--- src/rtl/adr_pkg.sv ---
// Shared types and constants for the pipelined load/store address generator.
// Entry layout gains a bnd bit when ADR_BOUND_CHK_EN is defined.
package adr_pkg;

  localparam int ADDR_W_DEF = 16;
  localparam int TAG_W_DEF  = 4;

  localparam logic ADR_LD = 1'b0;
  localparam logic ADR_ST = 1'b1;

  // Queue entry at default widths; the top packs fields in this same order.
  typedef struct packed {
    logic [ADDR_W_DEF-1:0] addr;
    logic                  ovf;
    logic                  st;
    logic [TAG_W_DEF-1:0]  tag;
`ifdef ADR_BOUND_CHK_EN
    logic                  bnd;
`endif
  } adr_entry_t;

endpackage

--- src/rtl/adr_fifo.sv ---
// Generic DEPTH-entry register FIFO with push/pop/flush and occupancy count.
// Storage is not reset; the head output is forced to 0 while empty.
module adr_fifo #(
  parameter int WIDTH = 8,
  parameter int DEPTH = 2
) (
  input  logic                     clk,
  input  logic                     rst,
  input  logic                     flush,
  input  logic                     push,
  input  logic                     pop,
  input  logic [WIDTH-1:0]         din,
  output logic [WIDTH-1:0]         dout,
  output logic [$clog2(DEPTH):0]   count,
  output logic                     full,
  output logic                     empty
);

  localparam int PW = $clog2(DEPTH);
  localparam int CW = PW + 1;

  logic [WIDTH-1:0] mem [DEPTH];
  logic [PW-1:0]    wr_ptr;
  logic [PW-1:0]    rd_ptr;
  logic             do_push;
  logic             do_pop;

  assign full    = (count == CW'(DEPTH));
  assign empty   = (count == '0);
  assign do_push = push & ~full & ~flush;
  assign do_pop  = pop & ~empty & ~flush;
  assign dout    = empty ? '0 : mem[rd_ptr];

  always_ff @(posedge clk) begin
    if (do_push) mem[wr_ptr] <= din;
  end

  // Power-of-two depth lets the pointers wrap naturally.
  always_ff @(posedge clk or posedge rst) begin
    if (rst) begin
      wr_ptr <= '0;
      rd_ptr <= '0;
      count  <= '0;
    end else if (flush) begin
      wr_ptr <= '0;
      rd_ptr <= '0;
      count  <= '0;
    end else begin
      if (do_push) wr_ptr <= wr_ptr + PW'(1);
      if (do_pop)  rd_ptr <= rd_ptr + PW'(1);
      case ({do_push, do_pop})
        2'b10:   count <= count + CW'(1);
        2'b01:   count <= count - CW'(1);
        default: count <= count;
      endcase
    end
  end

endmodule

--- src/rtl/adr_gen_pipe.sv ---
// Pipelined effective-address generator: add + overflow on the input side, results
// queued in order for the memory stage. ADR_BOUND_CHK_EN adds the out_bnd limit flag.
module adr_gen_pipe
  import adr_pkg::*;
#(
  parameter int                 ADDR_W     = ADDR_W_DEF,
  parameter int                 TAG_W      = TAG_W_DEF,
  parameter int                 DEPTH      = 2,
  parameter logic [ADDR_W-1:0]  ADDR_LIMIT = '1
) (
  input  logic                     clk,
  input  logic                     rst,
  input  logic                     flush,
  input  logic                     in_vld,
  output logic                     in_rdy,
  input  logic [ADDR_W-1:0]        in_op1,
  input  logic [ADDR_W-1:0]        in_op2,
  input  logic                     in_st,
  input  logic [TAG_W-1:0]         in_tag,
  output logic                     out_vld,
  input  logic                     out_rdy,
  output logic [ADDR_W-1:0]        out_addr,
  output logic                     out_st,
  output logic [TAG_W-1:0]         out_tag,
  output logic                     out_ovf,
`ifdef ADR_BOUND_CHK_EN
  output logic                     out_bnd,
`endif
  output logic [$clog2(DEPTH):0]   count
);

`ifdef ADR_BOUND_CHK_EN
  localparam int EW = ADDR_W + 2 + TAG_W + 1;
`else
  localparam int EW = ADDR_W + 2 + TAG_W;
`endif

  logic [ADDR_W:0] sum;
  logic [EW-1:0]   din;
  logic [EW-1:0]   dout;
  logic            full;
  logic            empty;
  logic            push;
  logic            pop;

  assign sum = {1'b0, in_op1} + {1'b0, in_op2};

`ifdef ADR_BOUND_CHK_EN
  logic bnd;
  assign bnd = sum[ADDR_W] | (sum[ADDR_W-1:0] > ADDR_LIMIT);
  assign din = {sum[ADDR_W-1:0], sum[ADDR_W], in_st, in_tag, bnd};
  assign {out_addr, out_ovf, out_st, out_tag, out_bnd} = dout;
`else
  logic unused_limit;
  assign unused_limit = ^ADDR_LIMIT;
  assign din = {sum[ADDR_W-1:0], sum[ADDR_W], in_st, in_tag};
  assign {out_addr, out_ovf, out_st, out_tag} = dout;
`endif

  // in_rdy depends only on registered occupancy, never on out_rdy.
  assign in_rdy  = ~full & ~rst;
  assign out_vld = ~empty;
  assign push    = in_vld & in_rdy;
  assign pop     = out_vld & out_rdy;

  adr_fifo #(
    .WIDTH (EW),
    .DEPTH (DEPTH)
  ) u_fifo (
    .clk   (clk),
    .rst   (rst),
    .flush (flush),
    .push  (push),
    .pop   (pop),
    .din   (din),
    .dout  (dout),
    .count (count),
    .full  (full),
    .empty (empty)
  );

endmodule

--- config.mk ---
export PLATFORM = sky130hd
export DESIGN_NAME = adr_gen_pipe
export DESIGN_NICKNAME = d
export VERILOG_FILES = /design/src/rtl/adr_pkg.sv /design/src/rtl/adr_fifo.sv /design/src/rtl/adr_gen_pipe.sv
export SDC_FILE = /design/constraint.sdc
export NUM_CORES = 1
export LEC_CHECK = 0
export ABC_AREA = 0
export CORE_MARGIN = 2
export CORE_UTILIZATION = 49
export DETAILED_ROUTE_END_ITERATION = 10
export GPL_TIMING_DRIVEN = 0
export PLACE_DENSITY_LB_ADDON = 0.12
export SLEW_MARGIN = 20
export SYNTH_ARGS = -nofsm -noshare
export SYNTH_HDL_FRONTEND = slang
export SYNTH_SLANG_ARGS = --single-unit
export TNS_END_PERCENT = 20
--- constraint.sdc ---
create_clock -name clk -period 3.45 [get_ports clk]
set_input_delay 0.5175 -clock clk [delete_from_list [all_inputs] [get_ports clk]]
set_output_delay 0.5175 -clock clk [all_outputs]
set_load 0.02 [all_outputs]
==> flow_summary.yaml <==
pwr:
  switching_share: 0.245
  p_leak_nw: 1.31
  power_density_nw_per_um2: 392
  vdd_ir_drop_max_mv: 0.188
  pwr-share-seq: 0.490
  intPower_mw: 1.05
  clkPwrFrac: 0.276
  switching_power_mw: 0.339
  p_comb_frac: 0.234
  finalPower_mw: 1.39
drt:
  wirelength_microns: 5080
  ant_nets: 0
  remaining_drc_errors: 0
  vias: 1911
  drt_pass1_iterations: 4
  vias_per_cell: 5.21
  drt-initial-drc-count: 89
  avgRoutedWirePerCell_microns: 13.8
floorplan:
  ioPinCount: 68
  fp.dieH_microns: 77.2
  rows: 26
  initial_utilization: 0.511
  coreArea_sq_um: 5140
  die_area_sq_um: 5960
  fp.dieW_microns: 77.2
sta:
  fin_crit_sh: 0.849
  finClkSkew_ps: 2.80
  rsz0062_at_grt: "no"
  fmax_ghz: 0.342
  relSlewSlack: 0.580
  finalSetupTns_ps: 0
  fin_crit_ps: 2930
  finalHoldViolations: 0
  maxSlewViolCount: 0
  setup_viol: 0
  max_slew.worst_pin.slew_ps: 626
yosys:
  synth_most_common_cell: "edfxtp_1"
  yosysTopAreaCell: "edfxtp_1"
  async_flop_share: 0.0833
  ys_types: 37
  ys_ff_latch: 48
  synth_edf_count: 44
  avgSynthCellArea_sq_um: 12.0
  seq_area_frac_synth: 0.541
  ys.flop_type: "edfxtp_1"
  syn-num-nets: 277
  yosysWarnings: 0
  mappedNetlistArea_sq_um: 2630
  synth_cells: 218
  yosys-top-cells-count: "edfxtp_1 (44), nor2_1 (34), mux2i_1 (23)"
  yosysTopAreaCellShare: 0.503
  netlist_top_cells_area: "edfxtp_1 (50%), mux2i_1 (8.8%), ha_1 (7.6%)"
critical_path:
  worst_ep_arrival_time_ps: 2940
  cpPeakStageDelay_ps: 510
  crit_required_ps: 3460
  reg2reg_from: "u_fifo.count[1]$_DFFE_PP0P_"
  start_kind: "primary input"
  crit_path_start: "in_op1[0]"
  path_cells: "clkdlybuf4s50_1, ha_1, fa_1, a21oi_1, o21a_1, o21ai_1, or4_4, nand2b_1, o21ai_0"
  cp-end-kind: "register"
  critPathSlowestCell: "or4_4"
  crit_fanout: 3
  worstSetupPathType: "primary input to register"
global_route:
  antenna_found_initial: 0
  grt_pass1_vias: 1839
  grt_overflow_total: 0
  grt_pass1_wl_microns: 8570
  grt_start_max_net_pins: 15
  grt_usage: 0.182
cts:
  clock-sinks: 48
  cts_setup_buffers: 0
  clkTransAtPathRegs_ps: 80
  cts_buffers: 5
  htreeDepth: 2
  cts_tree: "done"
  postCtsHoldBufs: 0
  post_cts_resized: 0
  clock_path_buffers: 2
  clockRootBuffer: "clkbuf_8"
  clk_latency_ps: 290
finish:
  synthToLayoutAreaGrowth_pct: 34.8
  fillers: 419
  fin_nets: 355
  drive_above_1_share: 0.0673
  num_antenna_cells: 0
min_path:
  min_path_type: "primary input to async pin"
place:
  gp_congestion: 0.891
  port_buffers: 67
  hpwl_microns: 4000
flow_run:
  max_cap_violations: 0
outcome:
  status: "complete, no violations"
## layer usage
metal / global-route usage / up-vias / part of all wire
li1: - / 970 / -
met1: 0.227 / 883 / 0.45
met2: 0.319 / 54 / 0.51
met3: 0.0318 / 4 / 0.036
met4: 0.0589 / 0 / 0.010
met5: 0 / - / 0
## through the flow
step                instance area (sq um)  std cells  worst slack, ps   util  hold WS (ps)
floorplan                            2630        218              478      -           284
global placement                     3380        355             -937  0.658           535
detailed placement                   3430        359              248  0.667           579
CTS                                  3540        367              556  0.688           482
global route                         3540        367              390  0.688           497
finish                               3540        367              522  0.688           492
## worst paths after layout
| check | end | slack, ps | cells past startpoint |
|---|---|---|---|
| worst max-delay path | u_fifo.mem[0][5]$_DFFE_PP_ | 520 | 9 |
| worst min-delay path | u_fifo.rd_ptr$_DFFE_PP0P_ | 490 | 2 |
| worst max register to register | u_fifo.mem[1][17]$_DFFE_PP_ | 1490 | 4 |
| worst min register to register | u_fifo.wr_ptr$_DFFE_PP0P_ | 600 | 2 |
| max in group asynchronous | u_fifo.count[1]$_DFFE_PP0P_ | 2800 | 2 |
| min in group clk | u_fifo.wr_ptr$_DFFE_PP0P_ | 600 | 2 |
## cell families after synthesis
family                   Yosys count  synth area share
flip-flops                        48             0.541
XOR/XNOR                          13            0.0434
adder cells (fa/ha/maj)           17            0.0839
AO/OA/AOI/OAI                     42             0.111
multiplexers                      23            0.0877
AND/OR/NAND/NOR                   65             0.117
buffers and inverters             10            0.0152
## state kept, by name (all words and copies together) (netlist names)
name,flops
u_fifo.count,2
u_fifo.mem,44
u_fifo.wr_ptr,1
u_fifo.rd_ptr,1
## cell usage in the layout (no fill, tap or decap), types with 3 or more instances in the layout
cell,netlist,layout
nand2_1,6,6
nor2b_1,5,5
nand3_1,6,6
xnor2_1,6,6
o21ai_0,4,4
nand2b_1,4,4
inv_1,4,4
xor2_1,7,7
o211ai_1,3,3
clkdlybuf4s50_1,0,67
a21o_1,8,8
edfxtp_1,44,44
ha_1,16,16
clkbuf_8,0,5
nor2_1,34,34
a21oi_1,12,12
mux2i_1,23,23
clkbuf_1,4,5
dfrtp_1,4,4
## worst max-delay path: cells and delay by family
family          cells  cell delay [ps]
compound gates      4              720
buf+inv             1              420
simple gates        2              620
fa+ha+maj           2              660
## power by group through the flow
stage	Sequential [mW]	Combinational, mW	Clock, mW
after global routing	0.681	0.357	0.420
after detailed placement	0.692	0.324	0
after CTS	0.679	0.326	0.395
final	0.679	0.324	0.383
after global placement	0.692	0.313	0
after floorplan	0.693	0.195	0
## final cells by class
class,instances,area (sq um),area share
Sequential cell,48,1420,0.402
Clock inverter,2,35.0,0.00990
Buffer,6,25.0,0.00707
Inverter,4,15.0,0.00424
Tap cell,70,87.6,0.0248
Timing Repair Buffer,71,708,0.200
Multi-Input combinational cell,160,1170,0.332
Clock buffer,6,72.6,0.0205
Power figures use the tool's default switching activity.
